--- src/rtl/arc4_crack_dispatcher.sv ---
// rtl/arc4_crack_dispatcher.sv - key-space chunk dispatcher for an array of ARC4 crack cores
//
// Splits the key space 0 .. 2^KEY_W-1 into chunks of 2^CHUNK_LOG2 keys and hands
// them to idle cores. The first hit aborts every other busy core, waits for them
// to drain and reports the key. If every chunk misses, it reports "not found".
//
// Ports:
//   clk, rst_n          system clock, asynchronous active-low reset
//   en / rdy            start request, accepted only while rdy=1
//   done                search finished; held until the next accepted en
//   key_valid, key      hit flag and hit key (valid with done)
//   chunks_done         number of chunks searched without a hit
//   core_en             one-cycle start pulse per core
//   core_base           chunk base key per core (KEY_W bits per core)
//   core_abort          one-cycle abort pulse per core
//   core_rdy            core idle
//   core_done           core finished its chunk or its abort
//   core_found          qualifies core_done: key found in chunk
//   core_key            core hit key (KEY_W bits per core)
module arc4_crack_dispatcher #(
    parameter int NUM_CORES  = 2,
    parameter int KEY_W      = 24,
    parameter int CHUNK_LOG2 = 12
) (
    input  logic                          clk,
    input  logic                          rst_n,
    input  logic                          en,
    output logic                          rdy,
    output logic                          done,
    output logic                          key_valid,
    output logic [KEY_W-1:0]              key,
    output logic [KEY_W-CHUNK_LOG2:0]     chunks_done,
    output logic [NUM_CORES-1:0]          core_en,
    output logic [NUM_CORES*KEY_W-1:0]    core_base,
    output logic [NUM_CORES-1:0]          core_abort,
    input  logic [NUM_CORES-1:0]          core_rdy,
    input  logic [NUM_CORES-1:0]          core_done,
    input  logic [NUM_CORES-1:0]          core_found,
    input  logic [NUM_CORES*KEY_W-1:0]    core_key
);

    localparam int CNT_W = KEY_W - CHUNK_LOG2 + 1;
    localparam logic [KEY_W:0] CHUNK_INC = {{KEY_W{1'b0}}, 1'b1} << CHUNK_LOG2;

    typedef enum logic [2:0] {
        S_IDLE,
        S_RUN,
        S_ABORT,
        S_DRAIN,
        S_DONE
    } state_t;

    state_t                     state_q, state_d;
    logic                       rdy_q, rdy_d;
    logic                       done_q, done_d;
    logic                       key_valid_q, key_valid_d;
    logic [KEY_W-1:0]           key_q, key_d;
    logic [CNT_W-1:0]           chunks_done_q, chunks_done_d;
    logic [NUM_CORES-1:0]       core_en_q, core_en_d;
    logic [NUM_CORES-1:0]       core_abort_q, core_abort_d;
    logic [NUM_CORES*KEY_W-1:0] core_base_q, core_base_d;
    logic [NUM_CORES-1:0]       busy_q, busy_d;
    // MSB set means every chunk has been handed out; the counter never wraps.
    logic [KEY_W:0]             next_base_q, next_base_d;

    logic                       hit;
    logic [KEY_W-1:0]           hit_key;
    logic [CNT_W-1:0]           miss_cnt;
    logic                       disp_ok;
    logic                       disp_taken;

    always_comb begin
        state_d       = state_q;
        rdy_d         = rdy_q;
        done_d        = done_q;
        key_valid_d   = key_valid_q;
        key_d         = key_q;
        chunks_done_d = chunks_done_q;
        core_en_d     = '0;
        core_abort_d  = '0;
        core_base_d   = core_base_q;
        busy_d        = busy_q;
        next_base_d   = next_base_q;
        hit           = 1'b0;
        hit_key       = '0;
        miss_cnt      = '0;
        disp_ok       = 1'b0;
        disp_taken    = 1'b0;

        // Several cores may complete in the same cycle; every miss counts.
        for (int i = 0; i < NUM_CORES; i++) begin
            if (core_done[i] && !core_found[i]) begin
                miss_cnt = miss_cnt + CNT_W'(1);
            end
        end

        // Scan high to low so the lowest-index hitting core wins.
        for (int i = NUM_CORES - 1; i >= 0; i--) begin
            if (core_done[i] && core_found[i]) begin
                hit     = 1'b1;
                hit_key = core_key[i*KEY_W +: KEY_W];
            end
        end

        case (state_q)
            S_IDLE, S_DONE: begin
                if (en) begin
                    // Accept and issue the first chunk in the same cycle.
                    state_d       = S_RUN;
                    rdy_d         = 1'b0;
                    done_d        = 1'b0;
                    key_valid_d   = 1'b0;
                    chunks_done_d = '0;
                    next_base_d   = '0;
                    busy_d        = '0;
                    disp_ok       = 1'b1;
                end
            end
            S_RUN: begin
                busy_d        = busy_q & ~core_done;
                chunks_done_d = chunks_done_q + miss_cnt;
                if (hit) begin
                    key_d        = hit_key;
                    key_valid_d  = 1'b1;
                    state_d      = S_ABORT;
                    // Pulse lands in the ABORT cycle, aimed at cores still working.
                    core_abort_d = busy_d;
                end else begin
                    disp_ok = 1'b1;
                end
            end
            S_ABORT: begin
                busy_d  = busy_q & ~core_done;
                state_d = S_DRAIN;
            end
            S_DRAIN: begin
                busy_d = busy_q & ~core_done;
                if (busy_d == '0 && (&core_rdy)) begin
                    state_d = S_DONE;
                    done_d  = 1'b1;
                    rdy_d   = 1'b1;
                end
            end
            default: begin
                state_d = S_IDLE;
                rdy_d   = 1'b1;
            end
        endcase

        // A core whose done pulse arrives now is only eligible next cycle.
        if (disp_ok && !next_base_d[KEY_W]) begin
            for (int i = 0; i < NUM_CORES; i++) begin
                if (!disp_taken && core_rdy[i] && !core_done[i] && !busy_d[i]) begin
                    disp_taken                     = 1'b1;
                    core_en_d[i]                   = 1'b1;
                    busy_d[i]                      = 1'b1;
                    core_base_d[i*KEY_W +: KEY_W]  = next_base_d[KEY_W-1:0];
                end
            end
            if (disp_taken) begin
                next_base_d = next_base_d + CHUNK_INC;
            end
        end

        if (state_q == S_RUN && !hit && next_base_d[KEY_W] && busy_d == '0) begin
            state_d = S_DONE;
            done_d  = 1'b1;
            rdy_d   = 1'b1;
        end
    end

    always_ff @(posedge clk or negedge rst_n) begin
        if (!rst_n) begin
            state_q       <= S_IDLE;
            rdy_q         <= 1'b1;
            done_q        <= 1'b0;
            key_valid_q   <= 1'b0;
            key_q         <= '0;
            chunks_done_q <= '0;
            core_en_q     <= '0;
            core_abort_q  <= '0;
            core_base_q   <= '0;
            busy_q        <= '0;
            next_base_q   <= '0;
        end else begin
            state_q       <= state_d;
            rdy_q         <= rdy_d;
            done_q        <= done_d;
            key_valid_q   <= key_valid_d;
            key_q         <= key_d;
            chunks_done_q <= chunks_done_d;
            core_en_q     <= core_en_d;
            core_abort_q  <= core_abort_d;
            core_base_q   <= core_base_d;
            busy_q        <= busy_d;
            next_base_q   <= next_base_d;
        end
    end

    assign rdy         = rdy_q;
    assign done        = done_q;
    assign key_valid   = key_valid_q;
    assign key         = key_q;
    assign chunks_done = chunks_done_q;
    assign core_en     = core_en_q;
    assign core_abort  = core_abort_q;
    assign core_base   = core_base_q;

endmodule

--- config.mk ---
export PLATFORM = sky130hd
export DESIGN_NAME = arc4_crack_dispatcher
export DESIGN_NICKNAME = d
export VERILOG_FILES = /design/src/rtl/arc4_crack_dispatcher.sv
export SDC_FILE = /design/constraint.sdc
export NUM_CORES = 1
export LEC_CHECK = 0
export BUFFER_PORTS_ARGS = -buffer_cell sky130_fd_sc_hd__buf_2
export CORE_UTILIZATION = 50
export CTS_CLUSTER_DIAMETER = 120
export DETAILED_ROUTE_END_ITERATION = 8
export GPL_TIMING_DRIVEN = 0
export PLACE_DENSITY_LB_ADDON = 0.15
export SYNTH_ARGS = -nofsm -noshare
export SYNTH_HDL_FRONTEND = slang
export SYNTH_SLANG_ARGS = --single-unit
--- constraint.sdc ---
create_clock -name clk -period 7.6 [get_ports clk]
set_input_delay 0 -clock clk [delete_from_list [all_inputs] [get_ports clk]]
set_output_delay 0 -clock clk [all_outputs]
set_load 0.02 [all_outputs]
# After elaboration in Yosys (flattened, before gate mapping)

Cells that the tools add are included.

Flip-flop bits (word level): 122
Input bits: 57
Word-level logic and storage cells: 108

$add $sub $neg: 3
Equality and inequality tests: 10
Multiplexer cells: 41
Bitwise gates (word level): 2
Reduce and logical (&&, ||, !) cells: 40

Operator list:

| cell                                                 | count |
|---|---|
| two-way mux 25 bit                                   | 4 |
| two-way mux 24 bit                                   | 2 |
| two-way mux 13 bit                                   | 2 |
| case mux 13 bit (2 select lines)                     | 1 |
| adder 25 x 13 -> 25 bit (second input constant)      | 1 |
| two-way mux 1 bit                                    | 17 |
| logical AND 1 bit                                    | 14 |
| adder 13 x 1 -> 13 bit (second input constant)       | 1 |
| adder 13 bit                                         | 1 |
| two-way mux 3 bit                                    | 4 |
| case mux 3 bit (4 select lines)                      | 1 |
| AND reduction 3 bit                                  | 4 |
| two-way mux 2 bit                                    | 5 |
| AND reduction 2 bit                                  | 5 |
| zero test 1 bit                                      | 9 |
| equality test 3 x 2 -> 1 bit (second input constant) | 2 |
| != test 3 bit (second input constant)                | 2 |
| case mux 1 bit (2 select lines)                      | 3 |
| zero test 2 bit                                      | 2 |
| != test 2 bit (second input constant)                | 2 |
| case mux 2 bit (2 select lines)                      | 1 |
| OR reduction 2 bit                                   | 2 |
| equality test 3 x 1 -> 1 bit (second input constant) | 1 |
| equality test 3 bit (second input constant)          | 1 |
| other kinds (9)                                      | 9 |

# Logic depth before layout (Yosys ltp)

Depth after elaboration: 19
Gate-level depth with buffers: 11
Gate-level depth less buffers: 9

# Worst setup path after synthesis

OpenSTA, ideal clock, no wires.

Path type: reg-to-reg
Start point: reg state_q[1]
End point: reg state_q[0]
Arrival: 2.355 ns
Data required time: 7.481 ns
Slack: 5.126 ns
Stages on the path, launching flop included: 12
Clock period less this slack: 2.474 ns
Cell sequence: dfrtp_1 > buf_2 > or3b_1 > clkbuf_1 > clkbuf_1 > nand2_1 > inv_1 > ha_1 > nand4_1 > a2111oi_1 > o21ai_1 > o21a_1

Word-level cells in the longest chain between the ends: 19
Elaborated cells between the ends (all ways): 39
Classes of those cells: add/sub: 1; eq/ne: 7; mux: 14; reduce/logical: 17

RTL lines:

| item                                                               | RTL line | source |
|---|---|---|
| start: declaration                                                 | 53       | `state_t state_q, state_d;` |
| start signal: assignment                                           | 186      | `state_q <= state_d;` |
| equality test 3 x 1 -> 1 bit (tied with other cells)               | 105, 165 |  |
| OR reduction 3 bit (no line) or OR reduction 2 bit (tied branches) | --       |  |
| case mux 2 bit (2 select lines)                                    | 105      | `case (state_q)` |
| zero test 1 bit                                                    | 153      | `if (!disp_taken && core_rdy[i] && !core_done[i] && !busy_d[i]) begin` |
| logical AND 1 bit                                                  | 153      |  |
| two-way mux 1 bit                                                  | 153      |  |
| two-way mux 1 bit                                                  | 151      | `if (disp_ok && !next_base_d[KEY_W]) begin` |
| zero test 1 bit                                                    | 153      |  |
| logical AND 1 bit (3 in series)                                    | 153      |  |
| two-way mux 1 bit                                                  | 153      |  |
| two-way mux 1 bit                                                  | 151      |  |
| two-way mux 25 bit                                                 | 160      | `if (disp_taken) begin` |
| two-way mux 25 bit                                                 | 151      |  |
| logical AND 1 bit (2 in series)                                    | 165      | `if (state_q == S_RUN && !hit && next_base_d[KEY_W] && busy_d == '0) begin` |
| != test 3 bit (no line) or != test 3 x 2 -> 1 bit (tied branches)  | --       |  |
| AND reduction 3 bit (no line)                                      | --       |  |

Several ways; a longest one is shown, not always the timed one. The select of a mux whose other input is x is not followed.
A chain may end at the register's enable or synchronous reset.

# Worst setup path after layout

Start point: reg state_q[1]
End point: reg state_q[2]

The elaborated chain is that of the path after synthesis.

==> run_summary.xml <==
<?xml version="1.0" encoding="UTF-8"?>
<metrics>
  <group name="cells_and_area">
    <metric name="n_antenna_cell" unit="">0</metric>
    <metric name="area_growth" unit="%">40.8</metric>
    <metric name="drive_gt1_share" unit="%">26.5</metric>
    <metric name="layout.filler_cells" unit="">726</metric>
    <metric name="layoutNonFillerInstCount" unit="">877</metric>
    <metric name="fin_nets" unit="">793</metric>
    <metric name="area_used_by_multi_input_combinational_logic" unit="um^2">1930</metric>
    <metric name="seq_area" unit="um^2">3050</metric>
  </group>
  <group name="route">
    <metric name="viasPerCell" unit="">5.18</metric>
    <metric name="final_antenna_net_count" unit="">0</metric>
    <metric name="post_drt_wl_per_cell" unit="um">15.6</metric>
    <metric name="drc_errors" unit="">0</metric>
    <metric name="first_iter_violations" unit="">194</metric>
    <metric name="vias" unit="">4542</metric>
    <metric name="dr.pass1.iters" unit="">5</metric>
    <metric name="wirelength" unit="um">13700</metric>
  </group>
  <group name="synthesis">
    <metric name="synth_seq_area_share" unit="%">58.9</metric>
    <metric name="syn-mean-instance-area" unit="um^2">10.2</metric>
    <metric name="synth-edff-count" unit="">0</metric>
    <metric name="synthArstFlopShare" unit="%">100</metric>
    <metric name="synthDistinctLibCells" unit="">43</metric>
    <metric name="synth_simple_gate_area_share" unit="%">15.5</metric>
    <metric name="mappedNetlistNets" unit="">569</metric>
    <metric name="ys_seq_elements" unit="">122</metric>
    <metric name="synth_top_flop_cell" unit="">sky130_fd_sc_hd__dfrtp_1</metric>
    <metric name="area_fraction_in_compound_gates_after_synthesis" unit="%">12.3</metric>
    <metric name="synth_top_cell_area_share" unit="%">58.4</metric>
    <metric name="synth_xor_area_share" unit="%">2.03</metric>
    <metric name="post_synth_most_frequent_cells" unit="">121 x sky130_fd_sc_hd__dfrtp_1, 120 x sky130_fd_sc_hd__nand2_1, 77 x sky130_fd_sc_hd__o21ai_0, 31 x sky130_fd_sc_hd__mux2i_1, 23 x sky130_fd_sc_hd__clkbuf_1</metric>
    <metric name="synthesis.yosys.warnings" unit="">0</metric>
    <metric name="syn_area" unit="um^2">5180</metric>
    <metric name="synth_top_family_by_area" unit="">simple AND/OR/NAND/NOR gates</metric>
    <metric name="synth_mux_area_share" unit="%">5.98</metric>
    <metric name="largest_area_contributor_in_the_netlist" unit="">sky130_fd_sc_hd__dfrtp_1</metric>
    <metric name="post_synth_fa_ha_maj_area_fraction" unit="%">1.35</metric>
    <metric name="yosys.cell_count.top_type" unit="">sky130_fd_sc_hd__dfrtp_1</metric>
    <metric name="synth.top_cells.by_area" unit="">sky130_fd_sc_hd__dfrtp_1 58%, sky130_fd_sc_hd__nand2_1 8.7%, sky130_fd_sc_hd__o21ai_0 7.4%</metric>
    <metric name="post_synth_inst_count" unit="">507</metric>
  </group>
  <group name="clock_tree">
    <metric name="clock_insertion_delay_worst_skew" unit="ns">0.52</metric>
    <metric name="clock-sinks" unit="">122</metric>
    <metric name="clk_transition_reported_paths" unit="ns">0.06</metric>
    <metric name="cts-buffers-inserted" unit="">17</metric>
    <metric name="cts_tree" unit="">built</metric>
    <metric name="cts_buffer_depth" unit="">2</metric>
    <metric name="cts.root.buffer_cell" unit="">sky130_fd_sc_hd__clkbuf_8</metric>
    <metric name="htree_num_levels" unit="">4</metric>
    <metric name="post_cts_resized" unit="">0</metric>
    <metric name="cts.repair_timing.setup_buffer_count" unit="">0</metric>
  </group>
  <group name="timing">
    <metric name="worstMarginPinSlew" unit="ns">0.824</metric>
    <metric name="setup_viol" unit="">0</metric>
    <metric name="drv_slew" unit="">0</metric>
    <metric name="slew_headroom" unit="%">45.1</metric>
    <metric name="sum_of_negative_setup_slack" unit="ns">0</metric>
    <metric name="maxClockFrequency" unit="GHz">0.273</metric>
    <metric name="timing_hold_violations_final" unit="">0</metric>
    <metric name="period_minus_slack" unit="ns">3.66</metric>
    <metric name="rsz_0062_raised_after_global_routing" unit="">no</metric>
    <metric name="finalCritPeriodShare" unit="%">48.2</metric>
    <metric name="final.setup_skew" unit="ns">0.0101</metric>
  </group>
  <group name="pwr">
    <metric name="static-leakage-power" unit="nW">3.82</metric>
    <metric name="p_sw_share" unit="%">34.7</metric>
    <metric name="power.ir.vdd_worst" unit="mV">0.192</metric>
    <metric name="net-switching-power" unit="mW">0.788</metric>
    <metric name="internal_power" unit="mW">1.48</metric>
    <metric name="power.share.combinational" unit="%">26.9</metric>
    <metric name="p_per_area" unit="nW/um^2">311</metric>
    <metric name="seq_power_share" unit="%">37.1</metric>
    <metric name="power.share.clock" unit="%">36.0</metric>
  </group>
  <group name="critical_path">
    <metric name="depth_of_the_worst_register_to_register_path" unit="">12</metric>
    <metric name="setup.worst_path.end_class" unit="">flip-flop</metric>
    <metric name="r2r_end" unit="">state_q[2]</metric>
    <metric name="critPathMaxFanout" unit="">10</metric>
    <metric name="startpoint" unit="">state_q[1]</metric>
    <metric name="cp_data_required_time" unit="ns">8.05</metric>
    <metric name="setup.worst_path.start_class" unit="">flip-flop</metric>
    <metric name="crit_arrival" unit="ns">4.12</metric>
    <metric name="setup.worst_path.class" unit="">reg -&gt; reg</metric>
    <metric name="rr_startpoint" unit="">state_q[1]</metric>
    <metric name="crit_path_end" unit="">state_q[2]</metric>
    <metric name="timing.reg2reg.setup_slack" unit="ns">3.94</metric>
  </group>
  <group name="hold_path">
    <metric name="worstHoldPathType" unit="">in -&gt; reg</metric>
  </group>
  <group name="global_routing">
    <metric name="first_pass_grt_wire_length" unit="um">22600</metric>
    <metric name="antenna_found_initial" unit="">0</metric>
    <metric name="global_route.usage.total" unit="%">26.7</metric>
    <metric name="grt_pass1_vias" unit="">4666</metric>
    <metric name="grt_remaining_overflow" unit="">0</metric>
    <metric name="grt_start_max_net_pins" unit="">92</metric>
  </group>
  <group name="placement">
    <metric name="hpwl_after_detailed_placement" unit="um">8370</metric>
    <metric name="dp_cells" unit="">789</metric>
    <metric name="globalplace.congestion" unit="">0.758</metric>
    <metric name="portBuffers" unit="">148</metric>
  </group>
  <group name="floorplanning">
    <metric name="initial_core_util" unit="%">52.3</metric>
    <metric name="std_cell_rows" unit="">36</metric>
    <metric name="die_w" unit="um">104</metric>
    <metric name="core_area" unit="um^2">9910</metric>
    <metric name="top_ports" unit="">149</metric>
    <metric name="design.die.area" unit="um^2">10800</metric>
    <metric name="dieHeight" unit="um">104</metric>
  </group>
  <group name="run">
    <metric name="timing.max_cap.violations" unit="">0</metric>
  </group>
  <group name="run_status">
    <metric name="outcome" unit="">complete, no violations</metric>
  </group>
</metrics>
## sequential cells by signal, indices dropped and copies added, names as in the netlist, 2 cells and up
signal	cells
chunks_done	13
state_q	3
busy_q	2
core_abort	2
next_base_q	25
key	24
core_base	48
core_en	2
## power groups by stage
stage | sequential (mW) | clock (mW) | combinational (mW)
after global placement | 0.841 | 0 | 0.553
after global routing | 0.855 | 0.857 | 0.667
after CTS | 0.836 | 0.828 | 0.602
after detailed placement | 0.844 | 0 | 0.571
final | 0.842 | 0.818 | 0.610
after floorplan | 0.956 | 0 | 0.244
## placed cells by master, fill, tap and decap left out, types with 3 or more instances in the layout
cell                            instances
sky130_fd_sc_hd__nand3_1               13
sky130_fd_sc_hd__clkbuf_16             16
sky130_fd_sc_hd__mux2i_1               31
sky130_fd_sc_hd__bufinv_16              3
sky130_fd_sc_hd__nand2_1              120
sky130_fd_sc_hd__a21oi_1                8
sky130_fd_sc_hd__inv_1                 22
sky130_fd_sc_hd__inv_6                  6
sky130_fd_sc_hd__xnor2_1               11
sky130_fd_sc_hd__nand2b_1               4
sky130_fd_sc_hd__clkinvlp_4             5
sky130_fd_sc_hd__clkbuf_1              23
sky130_fd_sc_hd__dlygate4sd3_1         55
sky130_fd_sc_hd__buf_6                  3
sky130_fd_sc_hd__ha_1                   4
sky130_fd_sc_hd__nor2_1                17
sky130_fd_sc_hd__a22o_1                 3
sky130_fd_sc_hd__buf_2                149
sky130_fd_sc_hd__nand4_1                6
sky130_fd_sc_hd__a211oi_1               4
sky130_fd_sc_hd__o21ai_0               77
sky130_fd_sc_hd__dfrtp_1              121
sky130_fd_sc_hd__nor2b_1                6
## critical path, cell delays in order (launching register included)
cell and delay [ns]:
sky130_fd_sc_hd__dfrtp_1 0.33, sky130_fd_sc_hd__buf_2 0.19, sky130_fd_sc_hd__or3b_1 0.13, sky130_fd_sc_hd__clkbuf_1 0.27, sky130_fd_sc_hd__clkbuf_1 0.41, sky130_fd_sc_hd__nand2_1 0.21, sky130_fd_sc_hd__inv_1 0.10, sky130_fd_sc_hd__ha_1 0.17
sky130_fd_sc_hd__nand4_1 0.29, sky130_fd_sc_hd__a2111oi_1 0.62, sky130_fd_sc_hd__o21ai_1 0.23, sky130_fd_sc_hd__nand3_1 0.11, sky130_fd_sc_hd__dlygate4sd3_1 0.54
## area by class of cell
type | count | area share [%]
repair buffers | 205 | 18.4
inverters | 22 | 1.13
well taps | 133 | 2.28
flip-flops and latches | 122 | 41.8
clock buffers | 17 | 5.67
clock inverters | 15 | 2.59
plain buffers | 28 | 1.68
multi-input cells | 335 | 26.4
## how the worst min path moves through the flow
stage,startpoint,end,slack (ns),depth (start not counted)
6_report,core_rdy[0],done,0.02,4
5_1_grt,core_rdy[0],done,0.05,4
3_5_place_dp,rst_n,chunks_done[12],-0.1,1
4_1_cts,core_rdy[0],done,0.004,4
2_1_floorplan,rst_n,busy_q[0],-0.30,0
3_3_place_gp,core_key[9],key[9],0.28,3
## metrics by stage
step,area (um^2),hold slack (ns),utilization (%),power [mW],setup slack [ns]
floorplan,5180,-0.296,-,1.20,5.13
global placement,6090,0.282,61.5,1.39,4.49
detailed placement,6130,-0.0962,61.8,1.41,4.44
CTS,7300,0.00365,73.7,2.27,3.92
global route,7300,0.0540,73.7,2.38,3.58
finish,7300,0.0239,73.7,2.27,3.94
## cells by family (layout without fill, tap and decap cells)
group,count (synthesis),count (layout)
buffers and inverters,50,287
AO/OA/AOI/OAI,107,107
XOR/XNOR,12,12
flip-flops,122,122
multiplexers,31,31
AND/OR/NAND/NOR,180,180
adder cells (fa/ha/maj),5,5
## layer usage
metal	track usage (%)	share of wire, %	vias up
met5	0	0	-
met4	12.6	2.9	0
met3	7.17	6.3	31
met2	44.8	49	161
met1	32.0	41	2186
li1	-	-	2164
## timing repair
action | CTS | global route
hold endpoints to repair | 149 | 0
setup endpoints to repair | 0 | 0
hold buffers | 56 | 0
No activity file was read; power rests on OpenSTA's default activity.
